==> src/rtl/dma_engine_if.sv <==
// Bus bundle for dma_engine: the CPU register port and the DMA memory port.
// The master modport is the DMA engine's view; the slave modport is the MMU/CPU side.
interface dma_engine_if;
  logic [15:0] reg_addr;
  logic [7:0]  reg_wdata;
  logic        reg_write_en;
  logic        reg_read_en;
  logic [7:0]  reg_rdata;
  logic [15:0] mem_addr;
  logic [7:0]  mem_wdata;
  logic [7:0]  mem_rdata;
  logic        mem_read_en;
  logic        mem_write_en;

  modport master (
    input  reg_addr, reg_wdata, reg_write_en, reg_read_en, mem_rdata,
    output reg_rdata, mem_addr, mem_wdata, mem_read_en, mem_write_en
  );

  modport slave (
    output reg_addr, reg_wdata, reg_write_en, reg_read_en, mem_rdata,
    input  reg_rdata, mem_addr, mem_wdata, mem_read_en, mem_write_en
  );
endinterface

==> src/rtl/dma_engine.sv <==
// OAM DMA (FF46) plus, when DMA_HDMA_EN is defined, CGB VRAM HDMA (FF51-FF55, GDMA and HBlank).
// Every byte takes four cycles (read, write, hold, advance); OAM wins arbitration at byte boundaries.
module dma_engine #(
  parameter int         OAM_LEN       = 160,
  parameter int         HDMA_BLOCK    = 16,
  parameter logic [7:0] OPEN_BUS_DATA = 8'hFF
) (
  input  logic         clk,
  input  logic         reset,
  dma_engine_if.master bus,
  output logic         active,
  output logic         cpu_halt,
  input  logic         hblank_start,
  input  logic         lcd_on
);
  typedef enum logic [2:0] {S_IDLE, S_P1, S_P2, S_P3, S_P4} phase_t;
  typedef enum logic {CH_OAM, CH_HDMA} chan_t;

  localparam logic [7:0] OAM_LAST = 8'(OAM_LEN - 1);
  localparam logic [3:0] BLK_LAST = 4'(HDMA_BLOCK - 1);

  phase_t      state, state_d;
  chan_t       ch, ch_d;
  logic [7:0]  wdata_q;
  logic        boundary;
  logic        hdma_req_d, hdma_pend;
  logic [15:0] hdma_src_addr, hdma_dst_addr;
  logic [7:0]  ff55_rdata;

  assign boundary = (state == S_IDLE) || (state == S_P4);

  logic       oam_wr, oam_busy, oam_busy_d, oam_rst, oam_rst_d;
  logic [7:0] oam_reg, oam_hi, oam_hi_d, oam_idx, oam_idx_d;
  logic [7:0] oam_rst_hi, oam_rst_hi_d, oam_hi_new;

  assign oam_wr     = bus.reg_write_en && (bus.reg_addr == 16'hFF46);
  assign oam_hi_new = (bus.reg_wdata < 8'hE0) ? bus.reg_wdata : bus.reg_wdata - 8'h20;

  // A write landing mid-byte is parked in oam_rst and applied at the next byte boundary.
  always_comb begin
    // NOTE: every always_comb output gets a default first so no latch is inferred.
    oam_busy_d   = oam_busy;
    oam_idx_d    = oam_idx;
    oam_hi_d     = oam_hi;
    oam_rst_d    = oam_rst;
    oam_rst_hi_d = oam_rst_hi;
    if (state == S_P4 && ch == CH_OAM) begin
      if (oam_idx == OAM_LAST) begin
        oam_busy_d = 1'b0;
        oam_idx_d  = 8'd0;
      end else begin
        oam_idx_d = oam_idx + 8'd1;
      end
    end
    if (boundary && oam_rst) begin
      oam_busy_d = 1'b1;
      oam_idx_d  = 8'd0;
      oam_hi_d   = oam_rst_hi;
      oam_rst_d  = 1'b0;
    end
    if (oam_wr) begin
      if (boundary) begin
        oam_busy_d = 1'b1;
        oam_idx_d  = 8'd0;
        oam_hi_d   = oam_hi_new;
        oam_rst_d  = 1'b0;
      end else begin
        oam_rst_d    = 1'b1;
        oam_rst_hi_d = oam_hi_new;
      end
    end
  end

`ifdef DMA_HDMA_EN
  typedef enum logic [1:0] {HM_IDLE, HM_GDMA, HM_HBL} hmode_t;

  hmode_t      mode, mode_d;
  logic [15:0] src, src_d;
  logic [12:0] dst, dst_d;
  logic [6:0]  len, len_d;
  logic [3:0]  cnt, cnt_d;
  logic        blk, blk_d, cancel, cancel_d;
  logic [7:0]  idle_rd, idle_rd_d;
  logic        byte_done, wr51, wr52, wr53, wr54, wr55;

  assign byte_done = (state == S_P4) && (ch == CH_HDMA);
  assign wr51 = bus.reg_write_en && (bus.reg_addr == 16'hFF51);
  assign wr52 = bus.reg_write_en && (bus.reg_addr == 16'hFF52);
  assign wr53 = bus.reg_write_en && (bus.reg_addr == 16'hFF53);
  assign wr54 = bus.reg_write_en && (bus.reg_addr == 16'hFF54);
  assign wr55 = bus.reg_write_en && (bus.reg_addr == 16'hFF55);

  // len holds blocks remaining minus one; blk marks a block in progress or waiting for the bus.
  always_comb begin
    mode_d = mode;  src_d = src;  dst_d = dst;  len_d = len;  cnt_d = cnt;
    blk_d = blk;  cancel_d = cancel;  idle_rd_d = idle_rd;
    if (wr51) src_d[15:8] = bus.reg_wdata;
    if (wr52) src_d[7:0]  = {bus.reg_wdata[7:4], 4'h0};
    if (wr53) dst_d[12:8] = bus.reg_wdata[4:0];
    if (wr54) dst_d[7:0]  = {bus.reg_wdata[7:4], 4'h0};
    if (byte_done) begin
      src_d = src + 16'd1;
      dst_d = dst + 13'd1;
      cnt_d = cnt + 4'd1;
      if (dst == 13'h1FFF || (cnt == BLK_LAST && len == 7'd0)) begin
        mode_d = HM_IDLE;  blk_d = 1'b0;  cancel_d = 1'b0;  cnt_d = 4'd0;  idle_rd_d = 8'hFF;
      end else if (cnt == BLK_LAST) begin
        len_d = len - 7'd1;
        if (mode == HM_HBL) begin
          blk_d = 1'b0;
          if (cancel) begin
            mode_d = HM_IDLE;  cancel_d = 1'b0;  idle_rd_d = {1'b1, len - 7'd1};
          end
        end
      end
    end
    if (mode == HM_HBL && hblank_start && lcd_on && !blk) blk_d = 1'b1;
    if (wr55) begin
      case (mode)
        HM_IDLE: begin
          len_d = bus.reg_wdata[6:0];
          cnt_d = 4'd0;
          if (bus.reg_wdata[7]) mode_d = HM_HBL;
          else begin
            mode_d = HM_GDMA;
            blk_d  = 1'b1;
          end
        end
        HM_HBL: begin
          if (bus.reg_wdata[7]) begin
            len_d    = bus.reg_wdata[6:0];
            cancel_d = 1'b0;
          end else if (blk_d) begin
            cancel_d = 1'b1;
          end else begin
            mode_d    = HM_IDLE;
            idle_rd_d = {1'b1, len_d};
          end
        end
        default: ;
      endcase
    end
  end

  always_ff @(posedge clk) begin
    if (reset) begin
      mode <= HM_IDLE;  src <= '0;  dst <= '0;  len <= '0;  cnt <= '0;
      blk <= 1'b0;  cancel <= 1'b0;  idle_rd <= 8'hFF;
    end else begin
      mode <= mode_d;  src <= src_d;  dst <= dst_d;  len <= len_d;  cnt <= cnt_d;
      blk <= blk_d;  cancel <= cancel_d;  idle_rd <= idle_rd_d;
    end
  end

  assign hdma_req_d    = blk_d;
  assign hdma_pend     = blk;
  assign hdma_src_addr = src;
  assign hdma_dst_addr = {3'b100, dst};
  assign ff55_rdata    = (mode != HM_IDLE) ? {1'b0, len} : idle_rd;
  assign cpu_halt      = (mode == HM_GDMA);
`else
  logic unused_hdma;
  assign unused_hdma   = &{1'b0, hblank_start, lcd_on, BLK_LAST};
  assign hdma_req_d    = 1'b0;
  assign hdma_pend     = 1'b0;
  assign hdma_src_addr = 16'h0000;
  assign hdma_dst_addr = 16'h0000;
  assign ff55_rdata    = OPEN_BUS_DATA;
  assign cpu_halt      = 1'b0;
`endif

  always_comb begin
    state_d = state;
    ch_d    = ch;
    case (state)
      S_IDLE, S_P4: begin
        if (oam_busy_d) begin
          state_d = S_P1;  ch_d = CH_OAM;
        end else if (hdma_req_d) begin
          state_d = S_P1;  ch_d = CH_HDMA;
        end else begin
          state_d = S_IDLE;
        end
      end
      S_P1:    state_d = S_P2;
      S_P2:    state_d = S_P3;
      S_P3:    state_d = S_P4;
      default: state_d = S_IDLE;
    endcase
  end

  always_ff @(posedge clk) begin
    // NOTE: sequential state uses non-blocking assignments so every register sees pre-edge values.
    if (reset) begin
      state <= S_IDLE;  ch <= CH_OAM;  wdata_q <= 8'h00;
      oam_reg <= 8'h00;  oam_hi <= 8'h00;  oam_idx <= 8'h00;  oam_busy <= 1'b0;
      oam_rst <= 1'b0;  oam_rst_hi <= 8'h00;
    end else begin
      state <= state_d;  ch <= ch_d;
      oam_hi <= oam_hi_d;  oam_idx <= oam_idx_d;  oam_busy <= oam_busy_d;
      oam_rst <= oam_rst_d;  oam_rst_hi <= oam_rst_hi_d;
      if (oam_wr) oam_reg <= bus.reg_wdata;
      if (state == S_P2) wdata_q <= bus.mem_rdata;
    end
  end

  // Read data arrives during P2, so it is passed straight through that cycle and held for P3.
  always_comb begin
    logic [15:0] src_a, dst_a;
    src_a = (ch == CH_OAM) ? {oam_hi, oam_idx} : hdma_src_addr;
    dst_a = (ch == CH_OAM) ? {8'hFE, oam_idx}  : hdma_dst_addr;
    bus.mem_addr     = 16'h0000;
    bus.mem_wdata    = wdata_q;
    bus.mem_read_en  = 1'b0;
    bus.mem_write_en = 1'b0;
    case (state)
      S_P1: begin bus.mem_addr = src_a; bus.mem_read_en = 1'b1; end
      S_P2: begin bus.mem_addr = dst_a; bus.mem_write_en = 1'b1; bus.mem_wdata = bus.mem_rdata; end
      S_P3: begin bus.mem_addr = dst_a; bus.mem_write_en = 1'b1; end
      S_P4: bus.mem_addr = dst_a;
      default: ;
    endcase
    if (reset) begin
      bus.mem_read_en  = 1'b0;
      bus.mem_write_en = 1'b0;
    end
  end

  always_comb begin
    bus.reg_rdata = OPEN_BUS_DATA;
    if (bus.reg_read_en) begin
      if (bus.reg_addr == 16'hFF46)      bus.reg_rdata = oam_reg;
      else if (bus.reg_addr == 16'hFF55) bus.reg_rdata = ff55_rdata;
    end
  end

  assign active = (state != S_IDLE) || oam_busy || oam_rst || hdma_pend;
endmodule

==> src/flat_wrapper.sv <==
// flat-port wrapper written by rule: the top's interface ports become plain ports
module dma_engine_flat 
#(
  parameter int         OAM_LEN       = 160,
  parameter int         HDMA_BLOCK    = 16,
  parameter logic [7:0] OPEN_BUS_DATA = 8'hFF
)
  (clk, reset, active, cpu_halt, hblank_start, lcd_on, bus_reg_addr, bus_reg_wdata, bus_reg_write_en, bus_reg_read_en, bus_mem_rdata, bus_reg_rdata, bus_mem_addr, bus_mem_wdata, bus_mem_read_en, bus_mem_write_en);
  dma_engine_if bus_i ();
  input  logic clk;
  input  logic reset;
  output logic active;
  output logic cpu_halt;
  input  logic hblank_start;
  input  logic lcd_on;
  input wire logic [$bits(bus_i.reg_addr)-1:0] bus_reg_addr;
  input wire logic [$bits(bus_i.reg_wdata)-1:0] bus_reg_wdata;
  input wire logic [$bits(bus_i.reg_write_en)-1:0] bus_reg_write_en;
  input wire logic [$bits(bus_i.reg_read_en)-1:0] bus_reg_read_en;
  input wire logic [$bits(bus_i.mem_rdata)-1:0] bus_mem_rdata;
  output wire logic [$bits(bus_i.reg_rdata)-1:0] bus_reg_rdata;
  output wire logic [$bits(bus_i.mem_addr)-1:0] bus_mem_addr;
  output wire logic [$bits(bus_i.mem_wdata)-1:0] bus_mem_wdata;
  output wire logic [$bits(bus_i.mem_read_en)-1:0] bus_mem_read_en;
  output wire logic [$bits(bus_i.mem_write_en)-1:0] bus_mem_write_en;
  assign bus_i.reg_addr = bus_reg_addr;
  assign bus_i.reg_wdata = bus_reg_wdata;
  assign bus_i.reg_write_en = bus_reg_write_en;
  assign bus_i.reg_read_en = bus_reg_read_en;
  assign bus_i.mem_rdata = bus_mem_rdata;
  assign bus_reg_rdata = bus_i.reg_rdata;
  assign bus_mem_addr = bus_i.mem_addr;
  assign bus_mem_wdata = bus_i.mem_wdata;
  assign bus_mem_read_en = bus_i.mem_read_en;
  assign bus_mem_write_en = bus_i.mem_write_en;
  dma_engine #(.OAM_LEN(OAM_LEN), .HDMA_BLOCK(HDMA_BLOCK), .OPEN_BUS_DATA(OPEN_BUS_DATA)) u_core (.clk(clk), .reset(reset), .bus(bus_i), .active(active), .cpu_halt(cpu_halt), .hblank_start(hblank_start), .lcd_on(lcd_on));
endmodule
==> config.mk <==
export PLATFORM = sky130hd
export DESIGN_NAME = dma_engine_flat
export DESIGN_NICKNAME = d
export VERILOG_FILES = /design/src/rtl/dma_engine_if.sv /design/src/rtl/dma_engine.sv /design/src/flat_wrapper.sv
export SDC_FILE = /design/constraint.sdc
export NUM_CORES = 1
export LEC_CHECK = 0
export ABC_AREA = 1
export BUFFER_PORTS_ARGS = -buffer_cell sky130_fd_sc_hd__buf_2
export CAP_MARGIN = 30
export CELL_PAD_IN_SITES_DETAIL_PLACEMENT = 0
export CELL_PAD_IN_SITES_GLOBAL_PLACEMENT = 2
export CORE_ASPECT_RATIO = 0.7
export CORE_UTILIZATION = 28
export CTS_CLUSTER_SIZE = 8
export DETAILED_ROUTE_END_ITERATION = 10
export PLACE_DENSITY = 0.9
export SLEW_MARGIN = 5
export SYNTH_ARGS = -nofsm -noshare
export SYNTH_HDL_FRONTEND = slang
export SYNTH_SLANG_ARGS = --single-unit
export TNS_END_PERCENT = 5
==> constraint.sdc <==
create_clock -name clk -period 2.5 [get_ports clk]
set_clock_uncertainty 0.2 [all_clocks]
set_input_delay 0.625 -clock clk [delete_from_list [all_inputs] [get_ports clk]]
set_output_delay 0.625 -clock clk [all_outputs]
set_load 0.02 [all_outputs]
Yosys cells after proc, flatten, opt, wreduce, memory -nomap -nowiden
Cells that the tools add are included.
{ "op_classes": {"n_addsub": 2, "n_mul": 0, "n_div": 0, "n_lt_le_gt_ge": 1, "n_eq_ne": 6, "shifts": 0, "mux": 27, "n_bitwise": 1, "reduce_logical": 12} }
{ "ops": {"columns": ["operator", "n"], "rows": [
  ["8-bit 2-to-1 mux", 12],
  ["16-bit case mux with 2 select lines", 1],
  ["16-bit == test (second input constant)", 1],
  ["1-bit 2-to-1 mux", 13],
  ["3-bit case mux with 4 select lines", 1],
  ["8-bit by 1-bit adder with 8-bit output (second input constant)", 1],
  ["8-bit == test (second input constant)", 1],
  ["8-bit less-than comparator (second input constant)", 1],
  ["8-bit by 6-bit subtractor with 8-bit output (second input constant)", 1],
  ["3-bit by 2-bit == test with 1-bit output (second input constant)", 2],
  ["2-bit OR reduction", 2],
  ["3-bit by 1-bit == test with 1-bit output (second input constant)", 1],
  ["3-bit == test (second input constant)", 1],
  ["3-bit zero test", 1],
  ["1-bit logical OR", 3],
  ["3-bit nonzero test", 1],
  ["3-bit OR reduction", 1],
  ["1-bit logical AND", 2],
  ["2-bit AND reduction", 1],
  ["2-bit nonzero test", 1],
  ["1-bit inverter", 1]
]} }
{ "word_totals": {"reg_bits": 45, "latchBits": 0, "ramBits": 0, "rom_bits": 0, "inputBits": 38, "out_inout_bits": 36, "word_cells": 57, "n_memories": 0} }

Depth between registers and ports, before layout
Gate-level depths: netlist of run 1.
{ "depth": {"depth_word": 8, "ltp_mapped": 10, "ltp_nobuf": 9} }

Least setup slack after synthesis of run 1
OpenSTA, ideal clock, no wires.
{ "synth_timing": {"path_kind": "input-to-output", "start": "input port bus_reg_addr[2]", "end": "output port bus_reg_rdata[0]", "arrival_ns": 1.415, "required_time_ns": 1.675, "setup_slack_ns": 0.260, "stages": 7, "n_path_buf": 1, "cell_sequence": "inv_1 nor2_1 nand2_1 nor2_1 and3_1 clkbuf_1 nand2_1"} }
{ "synth_via": {"elab_chain_len": 3} }
{ "synth_lines": {"columns": ["item", "line_no", "source"], "rows": [
  ["start, declared", "flat_wrapper.sv:16", "input wire logic [$bits(bus_i.reg_addr)-1:0] bus_reg_addr;"],
  ["16-bit == test", "dma_engine.sv:232", "if (bus.reg_addr == 16'hFF46) bus.reg_rdata = oam_reg;"],
  ["8-bit 2-to-1 mux", "dma_engine.sv:232", null],
  ["8-bit 2-to-1 mux", "dma_engine.sv:231", "if (bus.reg_read_en) begin"],
  ["end, declared", "flat_wrapper.sv:21", "output wire logic [$bits(bus_i.reg_rdata)-1:0] bus_reg_rdata;"]
]} }
No other way between the ends.

Worst setup path in the final report of run 1
{ "layout_timing": {"start": "register u_core.state[1]", "end": "output port bus_mem_wdata[5]"} }
{ "layout_via": {"elab_chain_len": 2} }
{ "layout_lines": {"columns": ["item", "line_no", "source"], "rows": [
  ["start, declared", "dma_engine.sv:22", "phase_t state, state_d;"],
  ["start signal, assigned", "dma_engine.sv:199", "state <= state_d; ch <= ch_d;"],
  ["3-bit by 2-bit == test with 1-bit output", "dma_engine.sv:216", "case (state)"],
  ["8-bit 2-to-1 mux", "dma_engine.sv:216", null],
  ["end, declared", "flat_wrapper.sv:23", "output wire logic [$bits(bus_i.mem_wdata)-1:0] bus_mem_wdata;"]
]} }
No other way between the ends.

==> run metrics, run 1 <==
# Max-Cap Violations 0; syn_nets between 400 and 500; share of layout cells above drive strength 1 25.3%; global-route wire length before repair between 10000 and 15000 µm; CP startpoint kind flop; WHS ~0.26 ns; WL/cell 11.3 µm; Pre-antenna DRT Iters 4; vias 2431; Total GRT Usage 15.0%; Crit path top cell by count inv_1; Arrival @ worst endpoint 1.65 ns; Seq cells post-synth 45; Via density ~4.5; clk slew on worst S/H paths 0.07 ns; final net count 482; sequential fraction of the synthesis area 37.7%; Slew Viols, Final 0; # rows 27; XOR/XNOR Fraction of Synth Area 1.83%; critical path peak fanout 17; Clock Root Buffer clkbuf_16; DIE HEIGHT 79.3 µm; compound-cell area share of the yosys netlist around 13%; grt total ovfl 0; pre-CTS WS around 0.1 ns; Fill cells 874; CP required 1.67 ns; yosys warns 0; Worst path max stage delay 0.37 ns; PortBufs 70; Synth Area in Adders between 1 and 1.5%; Netlist Area Pre-Place 0.00239 mm²; Fin. Hold Viols 0; CTS tree done; Final ANT Viol Nets 0; Area after DPL 0.00288 mm²; CTS sink cnt 45; main combinational cell family by area after synthesis simple AND/OR/NAND/NOR gates; Ports 74; minimum clock period roughly 2.5 ns; Num CTS Buffers 5; top post-synthesis cells by area dfxtp_1 38%, nand2_1 18%, inv_1 7.1%, nor2_1 6.4%, a21oi_1 6.3%; Worst-Skew Late Latency 0.29 ns; hpwl dp 4720 µm; simple-gate area share of the yosys netlist 35.5%; Setup TNS 0 ns; clock buffer depth 2; Routed WL slightly above 6000 µm; Final WS setup 0.0253 ns; final worst-path cycle share around 100%; Area Overhead vs Synth 29.2%; Die X about 110 µm; htree depth 2; LEAKAGE 0.00145 µW; antenna violations before repair 0; Die ar. 0.00891 mm²; leading area contributor after synthesis dfxtp_1; CP Class flop to primary output; unrepaired setup endpoints after global routing true; top cell type's share of synthesized area approximately 38%; status complete, no violations; drc violations 0; crit-path cells inv_1, nor2_4, nand2_1, inv_4, or2_1, inv_1, a21oi_1, buf_2; Antenna diodes 0; initial DRC count 61; Design Area, Final around 0.0031 mm²; Tot Pwr 1550 µW; Final setup viols 0; CP Capture Type primary output; mux cell area share after synthesis 0%; min-delay worst type flop to flop; Starting Density 29.6%; slowest CP cell dfxtp_2; Core Area 0.00807 mm²; Mapped Cells 366; synth unique cells 31; Fmax 404 MHz; Power Density 503 mW/mm²; Peak VDD IR 0.249 mV; vias in the first global route 2335; largest net degree at the start of global routing 19; mean area per synthesized cell 6.52 µm²; GP Congestion between 0.7 and 0.8
-- kinds of logic after synthesis --
| group | Yosys count |
|---|---|
| AOI/OAI and AO/OA | 55 |
| xor gates and xnor gates | 5 |
| adders and majority gates | 2 |
| buffers and inverters | 63 |
| DFF | 45 |
| other | 1 |
| and+or+nand+nor | 195 |
-- cell usage in the layout (no fill, tap or decap), types with 3 or more instances in the layout --
cell type / count
o21ai_1: 4
nor3_1: 3
or2_2: 6
clkbuf_16: 5
o21ai_0: 13
nand4_1: 5
nor2_1: 40
inv_1: 45
a21oi_1: 30
buf_4: 12
nand3_1: 10
nor2_4: 3
xor2_1: 5
buf_2: 70
dfxtp_1: 44
nand2_1: 115
a211oi_1: 6
-- per-layer routing --
layer	global-route usage, %	wire length [µm]	up-vias
li1	-	-	1290
met1	20.4	3270	1078
met2	24.2	2550	58
met3	4.05	309	5
met4	2.40	31	0
met5	0	0	-
-- worst max-delay path: cells and delay by family (launching register included) --
family	cells	cell delay, ns
AO/OA/AOI/OAI	1	0.13
buffers and inverters	4	0.46
flip-flops	1	0.37
AND/OR/NAND/NOR	3	0.40
-- path summary, 6_finish.rpt --
path / endpoint / depth (start not counted) / slack (ns) / from
worst max register to register: u_core.oam_hi[7] / 10 / 0.72 / u_core.state[1]
worst max-delay path: bus_mem_wdata[5] / 8 / 0.03 / u_core.state[1]
worst min register to register: u_core.oam_reg[7] / 2 / 0.26 / u_core.oam_reg[7]
worst min-delay path: u_core.oam_reg[7] / 2 / 0.26 / u_core.oam_reg[7]
-- cell usage after synthesis --
cell type and number:
nand2_1 115, dfxtp_1 45, inv_1 45, nor2_1 41
a21oi_1 30, o21ai_0 13, nand3_1 10, clkbuf_1 7
a211oi_1 6, or2_2 6, nand4_1 5, xor2_1 5
o21ai_1 4, buf_2 3, buf_4 3, inv_2 3
nor3_1 3, nor3_2 3, a211oi_2 2, ha_1 2
nand2_4 2, nand3b_1 2, nor2_4 2, or2_1 2
and2_1 1, and3_1 1, buf_6 1, clkinv_2 1
conb_1 1, nor2_2 1, or4_1 1
-- power by group --
part | internal (µW) | total [µW] | switching, µW | leakage, µW
Combinational | 31.1 | 75.8 | 44.7 | 0.00101
Sequential | 717 | 717 | 0.00604 | 0.000363
Clock | 474 | 758 | 284 | 0.0000810
-- metrics by stage --
step	utilization [%]	instances
floorplan	-	366
global placement	35.7	534
detailed placement	35.7	534
CTS	38.0	544
global route	38.2	544
finish	38.2	544
-- area by class of cell --
class | count | area (µm²) | area share (%)
clock buffers | 6 | 129 | 4.18
inverters | 49 | 188 | 6.09
flip-flops and latches | 45 | 902 | 29.2
repair buffers | 83 | 460 | 14.9
well taps | 101 | 126 | 4.10
multi-input cells | 258 | 1240 | 40.2
clock inverters | 2 | 38.8 | 1.26
-- repair_timing --
item / 4_1_cts / 5_1_grt
resized for setup: 2 / 3
buffers inserted: 2 / 0
setup endpoints to repair: 23 / 24
hold buffers: 0 / 0
hold endpoints to repair: 0 / 0
Power figures use the tool's default switching activity.
==> run 2: changes to the inputs <==
--- a/config.mk
+++ b/config.mk
@@ -11,7 +11,9 @@
 export CELL_PAD_IN_SITES_DETAIL_PLACEMENT = 0
 export CELL_PAD_IN_SITES_GLOBAL_PLACEMENT = 2
 export CORE_ASPECT_RATIO = 0.7
+export CORE_MARGIN = 4
 export CORE_UTILIZATION = 28
+export CTS_BUF_LIST = sky130_fd_sc_hd__clkbuf_16
 export CTS_CLUSTER_SIZE = 8
 export DETAILED_ROUTE_END_ITERATION = 10
 export PLACE_DENSITY = 0.9
==> run 2 against run 1 <==
Core utilization increased by 0.53 points. Highest routed layer unchanged. Largest power group unchanged. Setup slack improved by 0.067 ns. Combinational power increased by 1%.
==> run metrics, run 2 (synthesized netlist as in run 1, its figures left out) <==
Die X between 100 and 150 µm; Final setup viols 0; initial DRC count 102; RR Startpoint u_core.state[1]; most common cell after layout, fill and taps aside nand2_1; Pre-antenna DRT Iters 4; R2R Setup Slk ~0.80 ns; R2R depth 5; clock buffer depth 2; CTS tree done; drc violations 0; Fin. Hold Viols 0; Starting Density 29.6%; Setup TNS 0 ns; final net count 486; RR Endpoint u_core.oam_idx[7]; LEAKAGE roughly 0.0015 µW; HP Start u_core.oam_reg[5]; clk slew on worst S/H paths 0.07 ns; WL/cell 11.7 µm; Slew Viols, Final 0; Num CTS Buffers 5; # Max-Cap Violations 0; minimum clock period 2.41 ns; Tot Pwr 1540 µW; Area Overhead vs Synth 31.0%; clock power share between 40% and 50%; Worst-Skew Late Latency 0.29 ns; Via density roughly 4.5; hpwl dp 4920 µm; switching share of total power approximately a fifth; Clock Root Buffer clkbuf_16; DIE HEIGHT 85.3 µm; share of layout cells above drive strength 1 26.6%; Routed WL ~6400 µm; Die ar. 0.0101 mm²; CP Class flop to primary output; net switching power around 320 µW; CTS Hold Bufs 0; antenna violations before repair 0; grt total ovfl 0; Hold EP u_core.oam_reg[5]; final worst-path cycle share 96.3%; Total GRT Usage between 10% and 20%; Core Area 0.00807 mm²; placed insts 535; Final ANT Viol Nets 0; Power Density 492 mW/mm²; vias approximately 2500; Antenna diodes 0; internal power 1220 µW; CP Capture Type primary output; CP startpoint kind flop; largest net degree at the start of global routing 24; htree depth 2; vias in the first global route 2363; PortBufs 70; Peak VDD IR approximately 0.24 mV; combinational power share 5.0%; Arrival @ worst endpoint between 1.5 and 2 ns; Final Non-Filler Cells 548; Ports 74; most frequent cells in the layout 115 x nand2_1, 69 x buf_2, 45 x inv_1; min-delay worst type flop to flop; CP required 1.67 ns; global-route wire length before repair 11000 µm; status complete, no violations; register share of total power a little under half; GP Congestion 0.750; # rows 27; critical path peak fanout 16; Fmax 415 MHz; CTS sink cnt 45; Hold Path Depth 2
==> run 2: changes by cell type in the layout (fill, tap and decap cells not counted), sizes merged <==
cell	before	now
inv	48	47
clkinv	2	3
clkinvlp	0	1
buf	83	87
clkbuf	6	5
==> run 2: power by group through the flow <==
| stage | clock (µW) | combinational (µW) | sequential, µW |
|---|---|---|---|
| final | 745 | 76.7 | 717 |
| after global routing | 803 | 87.2 | 716 |
| after CTS | 769 | 76.6 | 716 |
| after detailed placement | 0 | 76.1 | 733 |
| after global placement | 0 | 76.1 | 733 |
| after floorplan | 0 | 33.3 | 733 |
==> run 2: metrics by stage <==
stage          setup WS [ns]  instance area (µm²)  hold slack [ns]  util, %
2_1_floorplan          0.260                 2390            0.229        -
3_3_place_gp          0.0861                 2890            0.245     35.8
3_5_place_dp          0.0993                 2890            0.245     35.8
4_1_cts               0.0307                 3070            0.254     38.1
5_1_grt             -0.00106                 3130            0.288     38.7
6_report              0.0922                 3130            0.251     38.7
==> run 2: what timing repair did <==
action | CTS | global route
gates resized for setup | 4 | 6
pin swaps | 0 | 2
endpoints found under the setup margin | 16 | 18
buffers inserted | 0 | 5
==> run 2: how the worst max path moves through the flow <==
| stage | from | endpoint | slack [ns] | cells after the start |
|---|---|---|---|---|
| final | u_core.state[0] | bus_mem_wdata[3] | 0.09 | 7 |
| after global routing | u_core.state[0] | bus_mem_wdata[4] | -0.001 | 7 |
| after CTS | u_core.state[2] | bus_mem_wdata[3] | 0.03 | 7 |
| after detailed placement | bus_reg_addr[5] | bus_reg_rdata[0] | 0.1 | 8 |
| after global placement | bus_reg_addr[5] | bus_reg_rdata[0] | 0.09 | 8 |
| after floorplan | bus_reg_addr[2] | bus_reg_rdata[0] | 0.26 | 7 |
==> run 2: worst max-delay path: stages, from the launching register on <==
cell	delay [ns]
dfxtp_1	0.38
inv_1	0.10
nand2_1	0.13
clkinv_4	0.13
or2_2	0.30
inv_1	0.08
a21oi_1	0.04
buf_2	0.15
==> run 2: cell type report <==
type | count | area [µm²]
tap | 101 | 126
clock buffer | 5 | 125
sequential | 45 | 903
fill | 874 | 4950
clock inverter | 3 | 41.3
timing repair buffer | 87 | 493
inverter | 49 | 190
multi-input combinational | 258 | 1250
==> run 2: metal layers <==
layer,global-route usage [%],up-vias,wire (µm)
li1,-,1298,-
met1,18.4,1107,3390
met2,19.9,52,2600
met3,3.46,5,382
met4,3.19,0,46
met5,0,-,0
==> run 3: changes to the inputs <==
--- a/config.mk
+++ b/config.mk
@@ -5,18 +5,17 @@
 export SDC_FILE = /design/constraint.sdc
 export NUM_CORES = 1
 export LEC_CHECK = 0
-export ABC_AREA = 1
 export BUFFER_PORTS_ARGS = -buffer_cell sky130_fd_sc_hd__buf_2
 export CAP_MARGIN = 30
 export CELL_PAD_IN_SITES_DETAIL_PLACEMENT = 0
 export CELL_PAD_IN_SITES_GLOBAL_PLACEMENT = 2
 export CORE_ASPECT_RATIO = 0.7
 export CORE_MARGIN = 4
-export CORE_UTILIZATION = 28
+export CORE_UTILIZATION = 31
 export CTS_BUF_LIST = sky130_fd_sc_hd__clkbuf_16
 export CTS_CLUSTER_SIZE = 8
 export DETAILED_ROUTE_END_ITERATION = 10
-export PLACE_DENSITY = 0.9
+export PLACE_DENSITY = 0.91
 export SLEW_MARGIN = 5
 export SYNTH_ARGS = -nofsm -noshare
 export SYNTH_HDL_FRONTEND = slang
==> run 3 against run 2 <==
Flip-flop and latch count is the same. Synthesized cell count shrank 25%. Critical path type is now input pin to primary output. Die area shrank 12%. The run now ends with negative setup slack left. Highest routed layer unchanged. Largest power group is now sequential cells. Critical endpoint is now bus_reg_rdata[0]. Sequential share of layout area grew 0.68 points.
==> run metrics, run 3 <==
status finished with violations; failing checks negative setup slack; clk slew on worst S/H paths 0.07 ns; initial DRC count 115; LEAKAGE 0.00128 µW; Finished Core Util 42.2%; Worst-Skew Late Latency just under 0.3 ns; Routed WL 6120 µm; CTS tree done; Power Density 473 mW/mm²; mux cell area share after synthesis 6.06%; synth unique cells 46; critical path peak fanout 8; clock buffer depth 2; yosys warns 0; htree depth 2; min-delay worst type flop to flop; hpwl dp 4480 µm; vias in the first global route between 2000 and 2500; Antenna diodes 0; syn_nets 313; Final ANT Viol Nets 0; Arrival @ worst endpoint about 2.0 ns; grt total ovfl 0; Core Area 0.00729 mm²; top-count cell post-synth dfxtp_1; Slew Viols, Final 0; Area Overhead vs Synth 32.9%; WL/cell 13.9 µm; compound-cell area share of the yosys netlist 17.9%; Num CTS Buffers 5; Synth Area in Adders 1.08%; final net count between 300 and 400; most frequent cells in the layout 64 x buf_2, 43 x dfxtp_1, 26 x a21oi_1; Tot Pwr around 1500 µW; leading area contributor after synthesis dfxtp_1; # Max-Cap Violations 0; Fmax 351 MHz; Clock Root Buffer clkbuf_16; Final WS setup -0.352 ns; DIE HEIGHT about 80 µm; Peak VDD IR 0.244 mV; CP Class input pin to primary output; share of layout cells above drive strength 1 between 30% and 40%; GP Congestion roughly 0.76; CP required 1.67 ns; CP delay by family, top simple AND/OR/NAND/NOR gates; PortBufs 70; ys async rst share 0%; Pre-antenna DRT Iters 4; mean area per synthesized cell 8.47 µm²; sequential fraction of the synthesis area 39.0%; # rows 26; Fill cells 754; drc violations 0; Total GRT Usage 14.4%; Post-CTS Repair Setup Buffers 0; slowest CP cell or4b_4; synth cell count leaders 45 x dfxtp_1, 26 x a21oi_1, 19 x clkbuf_1; Die X 111 µm; minimum clock period about 2.9 ns; Seq cells post-synth 45; main combinational cell family by area after synthesis simple AND/OR/NAND/NOR gates; Final setup viols 19; antenna violations before repair 0; global-route wire length before repair roughly 10000 µm; top cell type's share of synthesized area 39.0%; CP Capture Type primary output; Starting Density 31.7%; Worst path max stage delay 0.54 ns; Mapped Cells approximately 270; Fin. Hold Viols 0; Ports 74; Die ar. just under 0.009 mm²; crit-path cells buf_6, or4b_4, nor4_4, nand2_4, or2_4, buf_2; final worst-path cycle share 114%; simple-gate area share of the yosys netlist 26.5%; CTS sink cnt 45; number of synthesized flops with an enable pin 0; CP startpoint kind input pin; vias 2208; Netlist Area Pre-Place 0.00231 mm²; Top FF cell, synth dfxtp_1; top post-synthesis cells by area dfxtp_1 39%, a21oi_1 5.6%, mux2_2 3.9%, nand4_1 3.8%, clkbuf_1 3.1%; largest net degree at the start of global routing 36; Critical path buffers and inverters 2; Via density 5.01; unrepaired setup endpoints after global routing true; most common cell after layout, fill and taps aside buf_2; XOR/XNOR Fraction of Synth Area 3.03%
## run 3: worst reg2reg max path, delay by kind of cell (launching register included)
family	cells	cell delay, ns
and+or+nand+nor	3	0.91
DFF	1	0.38
buffers and inverters	1	0.19
## run 3: worst paths after layout
kind / startpoint / end / slack [ns] / cells after the start
hold reg to reg: u_core.oam_rst_hi[4] / u_core.oam_rst_hi[4] / 0.27 / 2
hold / removal: u_core.oam_rst_hi[4] / u_core.oam_rst_hi[4] / 0.27 / 2
setup reg to reg: u_core.state[1] / u_core.oam_hi[4] / 0.69 / 4
setup / recovery: bus_reg_addr[0] / bus_reg_rdata[0] / -0.35 / 6
## run 3: area by class of cell
cell class              instances  area (µm²)  area share, %
repair buffers                 87         528           17.2
flip-flops and latches         45         908           29.6
inverters                      11        41.3           1.34
well taps                      98         123           3.99
clock inverters                 3        17.5          0.570
clock buffers                   5         125           4.07
multi-input cells             192        1330           43.3
## run 3: logic make-up after synthesis
logic type	Yosys count
XOR/XNOR	8
AND/OR/NAND/NOR	101
adder cells (fa/ha/maj)	2
flip-flops	45
buffers and inverters	36
multiplexers	13
AO/OA/AOI/OAI	67
other	1
## run 3: per-stage QoR
step	hold slack [ns]	std cells	setup TNS [ns]	cell area [µm²]	worst slack, ns
CTS	0.267	441	-3.19	3040	-0.375
global route	0.293	441	-4.70	3070	-0.449
floorplan	0.239	273	-3.96	2350	-0.268
finish	0.265	441	-3.11	3070	-0.352
global placement	0.249	433	-10.95	2860	-0.365
detailed placement	0.258	433	-11.54	2860	-0.380
## run 3: what timing repair did
item / CTS / global route
gates resized for setup: 11 / 9
hold buffers: 0 / 0
endpoints found under the setup margin: 34 / 52
endpoints found under the hold margin: 0 / 0
## run 3: layer usage
metal | GRT usage, % | part of all wire, %
met5 | 0 | 0
met4 | 3.89 | 1.2
met3 | 4.44 | 5.8
met2 | 20.5 | 42
met1 | 20.7 | 51
## run 3: power by group
group	total [µW]	switching [µW]	internal, µW	leakage, µW
logic	85.2	49.9	35.3	0.000843
registers	714	0.00834	714	0.000364
clock network	653	286	367	0.0000712
